### src/rtl/instruction_prefetch_buffer_pkg.sv
`default_nettype none
// ============================================================================
// Module      : instruction_prefetch_buffer_pkg
// Description : Shared types and constants for the instruction prefetcher.
//               uint32_t        - 32-bit word/address type
//               PREFETCH_WORD_BYTES - byte stride between consecutive words
//               word_align()    - forces an address onto a word boundary
// Revision    : 1.0 - initial release
// ============================================================================
package instruction_prefetch_buffer_pkg;

    typedef logic [31:0] uint32_t;

    // Byte distance between consecutive instruction words.
    localparam int unsigned PREFETCH_WORD_BYTES = 4;

    // Every memory read fetches a full word.
    localparam logic [3:0] PREFETCH_BYTEENABLE = 4'hF;

    // Byte-offset bits of a CPU address carry no meaning for word fetches.
    function automatic uint32_t word_align(input uint32_t addr);
        return {addr[31:2], 2'b00};
    endfunction

endpackage : instruction_prefetch_buffer_pkg
`default_nettype wire

### src/rtl/instruction_prefetch_buffer_fifo.sv
`default_nettype none
// ============================================================================
// Module      : prefetch_fifo
// Description : Synchronous DEPTH x 32 FIFO holding prefetched instruction
//               words. Push and pop may happen in the same cycle; flush wins
//               over a simultaneous push.
// Ports       : clk, rst        - clock, synchronous active-high reset
//               flush_i         - empty the FIFO at the next edge
//               push_i/push_data_i - write one word
//               pop_i           - discard the head word
//               count_o         - current occupancy (0..DEPTH)
//               head_data_o     - word at the head (valid when count_o > 0)
// Revision    : 1.0 - initial release
// ============================================================================
module prefetch_fifo #(
    parameter int DEPTH = 4
) (
    input  logic                     clk,
    input  logic                     rst,
    input  logic                     flush_i,
    input  logic                     push_i,
    input  logic [31:0]              push_data_i,
    input  logic                     pop_i,
    output logic [$clog2(DEPTH):0]   count_o,
    output logic [31:0]              head_data_o
);

    localparam int PW = $clog2(DEPTH);
    localparam int CW = PW + 1;

    logic [31:0]   mem_q [DEPTH];
    logic [PW-1:0] wr_ptr_q;
    logic [PW-1:0] rd_ptr_q;
    logic [CW-1:0] count_q;

    // Pointers wrap naturally because DEPTH is a power of two.
    always_ff @(posedge clk) begin
        if (rst || flush_i) begin
            wr_ptr_q <= '0;
            rd_ptr_q <= '0;
            count_q  <= '0;
        end else begin
            if (push_i) begin
                wr_ptr_q <= wr_ptr_q + PW'(1);
            end
            if (pop_i) begin
                rd_ptr_q <= rd_ptr_q + PW'(1);
            end
            count_q <= count_q + CW'(push_i) - CW'(pop_i);
        end
    end

    // Storage needs no reset: occupancy alone decides which entries are live.
    always_ff @(posedge clk) begin
        if (push_i && !flush_i && !rst) begin
            mem_q[wr_ptr_q] <= push_data_i;
        end
    end

    assign count_o     = count_q;
    assign head_data_o = mem_q[rd_ptr_q];

endmodule : prefetch_fifo
`default_nettype wire

### src/rtl/instruction_prefetch_buffer.sv
`default_nettype none
// ============================================================================
// Module      : instruction_prefetch_buffer
// Description : Sequential instruction prefetcher between an Avalon-MM
//               instruction host (CPU side) and the instruction memory bus.
//               Streams consecutive words ahead of the CPU into a small FIFO
//               and flushes/restarts the stream on a non-sequential request.
// Ports       : clk, rst              - clock, synchronous active-high reset
//               cpu_address/cpu_read  - CPU word fetch request
//               cpu_waitrequest       - combinational stall to the CPU
//               cpu_readdata/valid    - returned instruction, 1 cycle after hit
//               mem_address/mem_read  - registered memory read request
//               mem_byteenable        - always all bytes
//               mem_waitrequest       - memory stall
//               mem_readdata/valid    - in-order memory responses
// Revision    : 1.0 - initial release
// ============================================================================
module instruction_prefetch_buffer
    import instruction_prefetch_buffer_pkg::*;
#(
    parameter int          DEPTH    = 4,
    parameter logic [31:0] RESET_PC = 32'h0000_0000
) (
    input  logic        clk,
    input  logic        rst,

    input  logic [31:0] cpu_address,
    input  logic        cpu_read,
    output logic        cpu_waitrequest,
    output logic [31:0] cpu_readdata,
    output logic        cpu_readdatavalid,

    output logic [31:0] mem_address,
    output logic [3:0]  mem_byteenable,
    output logic        mem_read,
    input  logic        mem_waitrequest,
    input  logic [31:0] mem_readdata,
    input  logic        mem_readdatavalid
);

    localparam int      CW       = $clog2(DEPTH) + 1;
    // Headroom so the occupancy sum can never wrap before the compare.
    localparam int      SW       = CW + 2;
    localparam logic [SW-1:0] DEPTH_S  = SW'(DEPTH);
    localparam uint32_t WORD_INC = uint32_t'(PREFETCH_WORD_BYTES);

    // ------------------------------------------------------------------
    // State
    // ------------------------------------------------------------------
    uint32_t       head_addr_q, head_addr_d;
    uint32_t       fill_addr_q, fill_addr_d;
    logic [CW-1:0] pending_q,   pending_d;
    logic [CW-1:0] discard_q,   discard_d;
    logic          mem_read_q,  mem_read_d;
    uint32_t       mem_address_q, mem_address_d;
    uint32_t       rdata_q,     rdata_d;
    logic          rvalid_q,    rvalid_d;

    // ------------------------------------------------------------------
    // Combinational decode
    // ------------------------------------------------------------------
    logic [CW-1:0] fifo_count;
    uint32_t       fifo_head;

    logic          addr_match;
    logic          mem_held;
    logic          mem_accept;
    logic          hit;
    logic          redirect;
    logic          rsp_keep;
    logic          rsp_drop;
    logic [CW-1:0] pending_after_rsp;
    logic [CW-1:0] discard_after_rsp;
    logic [CW-1:0] count_next;
    logic [SW-1:0] occupancy_next;
    uint32_t       target_addr;

    // Byte-offset bits of the CPU address are deliberately ignored.
    logic [1:0]    w_unused_addr_lsbs;
    assign w_unused_addr_lsbs = cpu_address[1:0];

    assign addr_match  = (cpu_address[31:2] == head_addr_q[31:2]);
    assign mem_held    = mem_read_q && mem_waitrequest;
    assign mem_accept  = mem_read_q && !mem_waitrequest;
    assign hit         = cpu_read && addr_match && (fifo_count != '0);
    // A held request must keep its address, so a redirect waits until the
    // memory takes it; that read then counts as stale.
    assign redirect    = cpu_read && !addr_match && !mem_held;
    assign rsp_drop    = mem_readdatavalid && (discard_q != '0);
    assign rsp_keep    = mem_readdatavalid && (discard_q == '0);
    assign target_addr = word_align(cpu_address);

    always_comb begin
        pending_after_rsp = pending_q - CW'(rsp_keep);
        discard_after_rsp = discard_q - CW'(rsp_drop);

        count_next    = fifo_count;
        pending_d     = pending_q;
        discard_d     = discard_q;
        head_addr_d   = head_addr_q;
        fill_addr_d   = fill_addr_q;
        mem_read_d    = 1'b0;
        mem_address_d = mem_address_q;
        rvalid_d      = hit;
        rdata_d       = hit ? fifo_head : rdata_q;

        if (redirect) begin
            // Everything already in flight becomes stale, including a read
            // the memory accepts in this very cycle.
            count_next  = '0;
            pending_d   = '0;
            discard_d   = discard_after_rsp + pending_after_rsp + CW'(mem_accept);
            head_addr_d = target_addr;
            fill_addr_d = target_addr;
        end else begin
            count_next  = fifo_count + CW'(rsp_keep) - CW'(hit);
            pending_d   = pending_after_rsp + CW'(mem_accept);
            discard_d   = discard_after_rsp;
            if (hit) begin
                head_addr_d = head_addr_q + WORD_INC;
            end
            if (mem_accept) begin
                fill_addr_d = fill_addr_q + WORD_INC;
            end
        end

        // Budget covers buffered, kept, stale and the read about to issue.
        occupancy_next = SW'(count_next) + SW'(pending_d) + SW'(discard_d);

        if (mem_held) begin
            mem_read_d    = 1'b1;
            mem_address_d = mem_address_q;
        end else if (occupancy_next < DEPTH_S) begin
            mem_read_d    = 1'b1;
            mem_address_d = fill_addr_d;
        end
    end

    // ------------------------------------------------------------------
    // Registers
    // ------------------------------------------------------------------
    always_ff @(posedge clk) begin
        if (rst) begin
            head_addr_q   <= RESET_PC;
            fill_addr_q   <= RESET_PC;
            pending_q     <= '0;
            discard_q     <= '0;
            mem_read_q    <= 1'b0;
            mem_address_q <= '0;
            rdata_q       <= '0;
            rvalid_q      <= 1'b0;
        end else begin
            head_addr_q   <= head_addr_d;
            fill_addr_q   <= fill_addr_d;
            pending_q     <= pending_d;
            discard_q     <= discard_d;
            mem_read_q    <= mem_read_d;
            mem_address_q <= mem_address_d;
            rdata_q       <= rdata_d;
            rvalid_q      <= rvalid_d;
        end
    end

    // ------------------------------------------------------------------
    // Word buffer
    // ------------------------------------------------------------------
    prefetch_fifo #(
        .DEPTH       (DEPTH)
    ) u_fifo (
        .clk         (clk),
        .rst         (rst),
        .flush_i     (redirect),
        .push_i      (rsp_keep),
        .push_data_i (mem_readdata),
        .pop_i       (hit),
        .count_o     (fifo_count),
        .head_data_o (fifo_head)
    );

    // ------------------------------------------------------------------
    // Outputs
    // ------------------------------------------------------------------
    assign cpu_waitrequest   = rst || !hit;
    assign cpu_readdata      = rdata_q;
    assign cpu_readdatavalid = rvalid_q;
    assign mem_address       = mem_address_q;
    assign mem_read          = mem_read_q;
    assign mem_byteenable    = PREFETCH_BYTEENABLE;

endmodule : instruction_prefetch_buffer
`default_nettype wire

### config.mk
export PLATFORM = sky130hd
export DESIGN_NAME = instruction_prefetch_buffer
export DESIGN_NICKNAME = d
export VERILOG_FILES = /design/src/rtl/instruction_prefetch_buffer_pkg.sv /design/src/rtl/instruction_prefetch_buffer_fifo.sv /design/src/rtl/instruction_prefetch_buffer.sv
export SDC_FILE = /design/constraint.sdc
export NUM_CORES = 1
export LEC_CHECK = 0
export ABC_AREA = 1
export CAP_MARGIN = 20
export CELL_PAD_IN_SITES_DETAIL_PLACEMENT = 1
export CELL_PAD_IN_SITES_GLOBAL_PLACEMENT = 1
export CORE_UTILIZATION = 43
export DETAILED_ROUTE_END_ITERATION = 10
export GPL_TIMING_DRIVEN = 0
export HOLD_SLACK_MARGIN = 0.1
export PLACE_DENSITY_LB_ADDON = 0.3
export SLEW_MARGIN = 20
export SYNTH_ARGS = -nofsm -noshare
export SYNTH_HDL_FRONTEND = slang
export SYNTH_SLANG_ARGS = --single-unit
### constraint.sdc
create_clock -name clk -period 7.7 [get_ports clk]
set_input_delay 1.925 -clock clk [delete_from_list [all_inputs] [get_ports clk]]
set_output_delay 1.925 -clock clk [all_outputs]
set_load 0.01 [all_outputs]
**After elaboration in Yosys (flattened, before gate mapping)**

Memories as Yosys holds them, arrays and structs flattened. A register that Yosys moved wholly into a read port is not among the register bits.
Cells that the tools add are included.

- Flip-flop bits (word level): 111
- Bits in writable memories: 128
- Logic and storage cells: 63
- Memories kept: 1

- Add/subtract/negate cells: 13
- Order comparisons: 1
- Equal/unequal tests: 1
- Mux-type cells: 11
- Bitwise operators: 1
- Reductions and logical operators: 24

Memories:

| memory | words | width | rd ports | clocked after Yosys merged registers in | write ports | RTL line | source |
|---|---|---|---|---|---|---|---|
| u_fifo.mem_q | 4 | 32 | 1 | 1 | 1 | instruction_prefetch_buffer_fifo.sv:31 | `logic [31:0] mem_q [DEPTH];` |

Operator list:

| operator | count |
|---|---|
| $mux W32 | 4 |
| $add A32 B3 Y32 const B | 2 |
| $eq A30 B30 Y1 | 1 |
| $logic_and A1 B1 Y1 | 10 |
| $add A3 B1 Y3 | 3 |
| $mux W3 | 3 |
| $sub A3 B1 Y3 | 3 |
| $logic_not A1 Y1 | 6 |
| $reduce_bool A3 Y1 | 2 |
| $add A4 B3 Y5 | 1 |
| $lt A5 B3 Y1 const B | 1 |
| $add A2 B1 Y2 const B | 2 |
| $add A3 B3 Y4 | 1 |
| $mux W1 | 4 |
| $add A3 B3 Y3 | 1 |
| $logic_not A3 Y1 | 1 |
| $logic_or A1 B1 Y1 | 2 |
| $reduce_and A2 Y1 | 1 |
| $reduce_bool A2 Y1 | 1 |
| $reduce_or A2 Y1 | 1 |
| $not A1 Y1 | 1 |

**Logic depth before layout (Yosys ltp)**

- Depth after elaboration: 10
- Depth in mapped cells: 26
- Depth with buffers taken out: 25

**Cells and area by module**

Synthesis repeated with hierarchy kept, for this count alone.

- Cell total of the unflattened synthesis: 1491
- Area total of the unflattened synthesis: 12549.5 um2

By module, submodules not included:

| module | instances | cells each | area each (um2) | sequential area each (um2) |
|---|---|---|---|---|
| instruction_prefetch_buffer | 1 | 1090 | 7278.2 | 2682.6 |
| prefetch_fifo | 1 | 401 | 5271.3 | 4023.9 |

**Worst setup path after synthesis**

OpenSTA, ideal clock, no wires.

- Kind: in2reg
- From: in mem_readdatavalid
- To: reg mem_address_q[31], in the netlist mem_address[31]
- Library setup time: 0.113 ns
- Data arrival time: 6.382 ns
- Required time: 7.587 ns
- Setup slack: 1.206 ns
- Stages on the path: 17
- Buffers on the path: 1
- Path through: inv_1 > nor4_1 > ha_1 > fa_1 > fa_1 > xnor2_1 > nor2_1 > xor2_1 > inv_1 > fa_1 > fa_1 > or2_2 > a21oi_1 > nand3_4 > buf_6 > nor2_1 > nor2_1

- Cells in the longest elaborated chain, start to end: 8

Ends and longest elaborated chain:

| item | RTL line | source |
|---|---|---|
| start: declaration | instruction_prefetch_buffer.sv:38 | `input logic mem_readdatavalid` |
| $logic_and A1 B1 Y1 | instruction_prefetch_buffer.sv:90 | `assign rsp_keep = mem_readdatavalid && (discard_q == '0);` |
| named net rsp_keep | instruction_prefetch_buffer.sv:70 | `logic rsp_keep;` |
| $sub A3 B1 Y3 | instruction_prefetch_buffer.sv:94 | `pending_after_rsp = pending_q - CW'(rsp_keep);` |
| $add A3 B3 Y3 | instruction_prefetch_buffer.sv:112 | `discard_d = discard_after_rsp + pending_after_rsp + CW'(mem_accept);` |
| $add A3 B1 Y3 | instruction_prefetch_buffer.sv:112 |  |
| $mux W3 | instruction_prefetch_buffer.sv:107 | `if (redirect) begin` |
| named net discard_d[2] | instruction_prefetch_buffer.sv:53 | `logic [CW-1:0] discard_q, discard_d;` |
| $add A4 B3 Y5 | instruction_prefetch_buffer.sv:128 | `occupancy_next = SW'(count_next) + SW'(pending_d) + SW'(discard_d);` |
| $lt A5 B3 Y1 | instruction_prefetch_buffer.sv:133 | `end else if (occupancy_next < DEPTH_S) begin` |
| $reduce_and A2 Y1 (no source line) | - |  |
| end signal: assignment | instruction_prefetch_buffer.sv:158 | `mem_address_q <= mem_address_d;` |
| end: declaration | instruction_prefetch_buffer.sv:55 | `uint32_t mem_address_q, mem_address_d;` |

The timed path passes the listed nets, and every way through them passes these cells.
A chain may end at the register's enable or synchronous reset.

**Final worst setup path**

- From: in cpu_address[19]
- To: reg mem_address_q[6], in the netlist mem_address[6]

- Cells in the longest elaborated chain, start to end: 9

Ends and longest elaborated chain:

| item | RTL line | source |
|---|---|---|
| start: declaration | instruction_prefetch_buffer.sv:27 | `input logic [31:0] cpu_address,` |
| $eq A30 B30 Y1 | instruction_prefetch_buffer.sv:82 | `assign addr_match = (cpu_address[31:2] == head_addr_q[31:2]);` |
| $logic_and A1 B1 Y1 (2 in a row) | instruction_prefetch_buffer.sv:85 | `assign hit = cpu_read && addr_match && (fifo_count != '0);` |
| named net hit | instruction_prefetch_buffer.sv:68 | `logic hit;` |
| $sub A3 B1 Y3 | instruction_prefetch_buffer.sv:116 | `count_next = fifo_count + CW'(rsp_keep) - CW'(hit);` |
| $mux W3 | instruction_prefetch_buffer.sv:107 |  |
| $add A3 B3 Y4 | instruction_prefetch_buffer.sv:128 |  |
| $add A4 B3 Y5 | instruction_prefetch_buffer.sv:128 |  |
| $lt A5 B3 Y1 | instruction_prefetch_buffer.sv:133 |  |
| $reduce_and A2 Y1 (no source line) | - |  |

The timed path passes the listed nets, and every way through them passes these cells.

==> results.cfg <==
[synthesis]
yosysSeqAreaShare = 0.543
ys_types = 43
synth_top_family_by_area = simple AND/OR/NAND/NOR gates
netlist_area_sq_um = 12300
synth.mux.area_fraction = 0.000815
avgSynthCellArea_sq_um = 8.80
synth-xor-area-share = 0.0527
yosys_warnings = 0
syn_inst = 1396
synth-simple-area-share = 0.214
synth_edf_count = 128
synth-adder-area-share = 0.0261
synth-main-ff-cell = dfxtp_1
synth-seq-cells = 269
synth_compound_area_frac = 0.0911
async_flop_share = 0

[clock_network]
htree_num_levels = 1
post_cts_buffers = 0
clock_sinks = 269
cts_tree = built
root_buffer = clkbuf_16
clock_path_buffers = 3
cts_buffers = 28
path_clk_slew_ps = 60
ctsHoldBuffers = 0
ctsResizeCount = 0
clock_latency_ps = 550

[worst_setup_path]
worstSetupEndpointType = flop
cp.required_ps = 8180
worst-path-stages = 24
reg2regPathDepth = 24
crit_path_top_delay_cell = clkdlybuf4s50_1
path_max_fanout = 10
path_buf_inv = 4
worst_ep_arrival_time_ps = 7610
worst_setup_path_start_kind = input port
worstSetupPathType = input port to flop
crit_top_cell = nand2_1
slowest_delay_ps = 520
cp_top_family = simple AND/OR/NAND/NOR gates
cp_cell_sequence = clkdlybuf4s50_1 -> nand2_1 -> nand2_1 -> nand2_1 -> nor2_1 -> nand2_1 -> nor2_2 -> nand2_2 -> nor2_1 -> buf_2 -> ha_1 -> inv_1 -> ha_1 -> fa_1 -> xnor2_1 -> xor2_1 -> nor2_1 -> fa_1 -> fa_1 -> or2_2 -> a21oi_1 -> nand4_4 -> buf_4 -> o21ai_1

[global_route]
grt_max_degree = 22
overflow = 0
grt_pass1_wl_microns = 58800
antenna_found_initial = 4
grt.total_usage = 0.262
grt_pass1_vias = 11000

[finish]
multiInputGateArea_sq_um = 4780
stdcell_count = 1969
fill_cells = 3289
design_area_sq_um = 15100
nets = 1656
drive_above_1_share = 0.0681
utilization = 0.541
register_area_sq_um = 6670
area_delta_synth_final_pct = 23.1

[timing]
finalSetupViolations = 0
fmax_ghz = 0.140
worst_pin_slew_ps = 851
rsz0062_at_grt = false
hold_viol_final = 0
period_share = 0.926
final.setup.tns_ps = 0
max_slew_margin = 0.433
fin_crit_ps = 7130
fin_skew_ps = 17.5
slew_violations = 0

[detailed_routing]
ant_nets = 0
drt-total-wl_microns = 37900
drt_first_pass_iters = 5
vias = 10400
drt_iter0_markers = 564
drc = 0
viasPerCell = 5.30
wl_per_cell_microns = 19.2

[die]
dieWidth_microns = 171
die-area_sq_um = 29300
io_pins = 140
start_util = 0.440
core_region_area_sq_um = 27900
num_rows = 61
chipHeight_microns = 171

[placement]
portBuffers = 132
dp_hpwl_microns = 27200
dpl_cell_area_sq_um = 14200
dp.cells = 1913
place.gp.congestion = 0.894

[hold_path]
min_path_type = flop to flop
min_path_cells = 2

[power]
pwr-share-seq = 0.389
vdd_drop_max_uv = 249
power_frac_clock = 0.307
p_int_mw = 2.85
switching_share = 0.334
p_comb_frac = 0.304
power_mw = 4.29
cellLeakagePower_nw = 5.82
powerDensity_nw_per_um2 = 283
p_sw_mw = 1.43

[status]
status = completed

[run]
maxCapViolations = 0
==> Yosys cell counts (3+ instances only) <==
cell type	count	area (sq um)
nand2_2	5	31.3
nor2_1	274	1030
xnor2_1	33	289
nor2_2	3	18.8
inv_1	136	510
fa_1	6	120
o32ai_1	32	280
buf_4	7	52.6
ha_1	16	200
o21ai_1	28	140
nand4_1	16	100
nor3_2	3	30.0
dfxtp_1	141	2820
nor3_1	13	65.1
o211ai_1	6	45.0
buf_1	8	30.0
buf_2	20	100
edfxtp_1	128	3840
xor2_1	41	359
nand3b_1	3	22.5
a31oi_1	9	56.3
o21ai_0	102	510
nor4_1	5	31.3
nand2_1	225	845
a21oi_1	13	65.1
inv_2	6	22.5
buf_6	5	56.3
nand3_1	63	315
clkbuf_1	32	120
==> sequential cells by signal (all words and copies together), names as in the netlist <==
| register | count |
|---|---|
| u_fifo.count_o | 3 |
| discard_q | 3 |
| head_addr_q | 30 |
| cpu_readdata | 32 |
| u_fifo.mem_q | 128 |
| mem_address | 32 |
| u_fifo.rd_ptr_q | 2 |
| mem_read | 1 |
| u_fifo.wr_ptr_q | 2 |
| cpu_readdatavalid | 1 |
| fill_addr_q | 32 |
| pending_q | 3 |
==> kinds of logic (layout without fill, tap and decap cells) <==
family,after synthesis,count (layout)
and+or+nand+nor,622,622
DFF,269,269
buffers and inverters,214,402
AOI/OAI and AO/OA,193,193
xor gates and xnor gates,74,74
adders and majority gates,22,22
other,1,8
muxes,1,1
==> stage by stage <==
step / hold slack (ps) / setup WS [ps]
floorplan: 425 / 1210
global placement: 442 / 39.3
detailed placement: 453 / -109
CTS: 462 / 437
global route: 474 / 197
finish: 455 / 570
==> placed cells by master (no fill, tap or decap), types with 7 or more instances in the layout <==
cell,instances
clkdlybuf4s50_1,132
buf_4,7
edfxtp_1,128
nand3_1,63
xor2_1,41
a31oi_1,9
nor2_1,270
clkbuf_1,40
clkbuf_16,29
a21oi_1,13
inv_1,136
nand2_1,225
buf_2,20
nor3_1,13
buf_1,8
xnor2_1,33
o21ai_0,102
ha_1,16
dfxtp_1,141
o21ai_1,28
nand4_1,16
o32ai_1,32
==> power by group through the flow <==
stage          Clock [mW]  Combinational [mW]  Sequential (mW)
6_report             1.31                1.30             1.67
5_1_grt              1.38                1.45             1.68
4_1_cts              1.33                1.32             1.67
3_5_place_dp            0                1.31             1.70
3_3_place_gp            0                1.24             1.69
2_1_floorplan           0               0.883             1.70
==> final cells by class <==
type	count	share of cell area
Tap cell	378	0.0313
Sequential cell	269	0.441
Clock inverter	9	0.00364
Timing Repair Buffer	136	0.0938
Antenna cell	4	0.000662
Clock buffer	43	0.0550
Inverter	142	0.0352
Buffer	72	0.0237
Multi-Input combinational cell	916	0.316
==> per-layer routing <==
layer	wire length (microns)	vias to the layer above	track usage	part of all wire
met5	0	-	0	0
met3	1840	83	0.0419	0.049
met2	18800	266	0.463	0.50
met4	1370	0	0.109	0.036
li1	-	4921	-	-
met1	15800	5162	0.317	0.42
==> final timing paths <==
kind                            slack, ps                           to                    startpoint
worst min-delay path                  460    fill_addr_q[0]$_SDFF_PP0_     fill_addr_q[0]$_SDFF_PP0_
worst min register to register        460    fill_addr_q[0]$_SDFF_PP0_     fill_addr_q[0]$_SDFF_PP0_
worst max register to register       1980  mem_address[6]$_SDFFE_PP0P_  head_addr_q[19]$_SDFFE_PP0P_
worst max-delay path                  570  mem_address[6]$_SDFFE_PP0P_               cpu_address[19]
==> tightest hold or removal path, cell delays in order (launching register included) <==
cell and delay (ps):
dfxtp_1 300, nand2_1 80, nor2_1 40
Power figures use the tool's default switching activity.
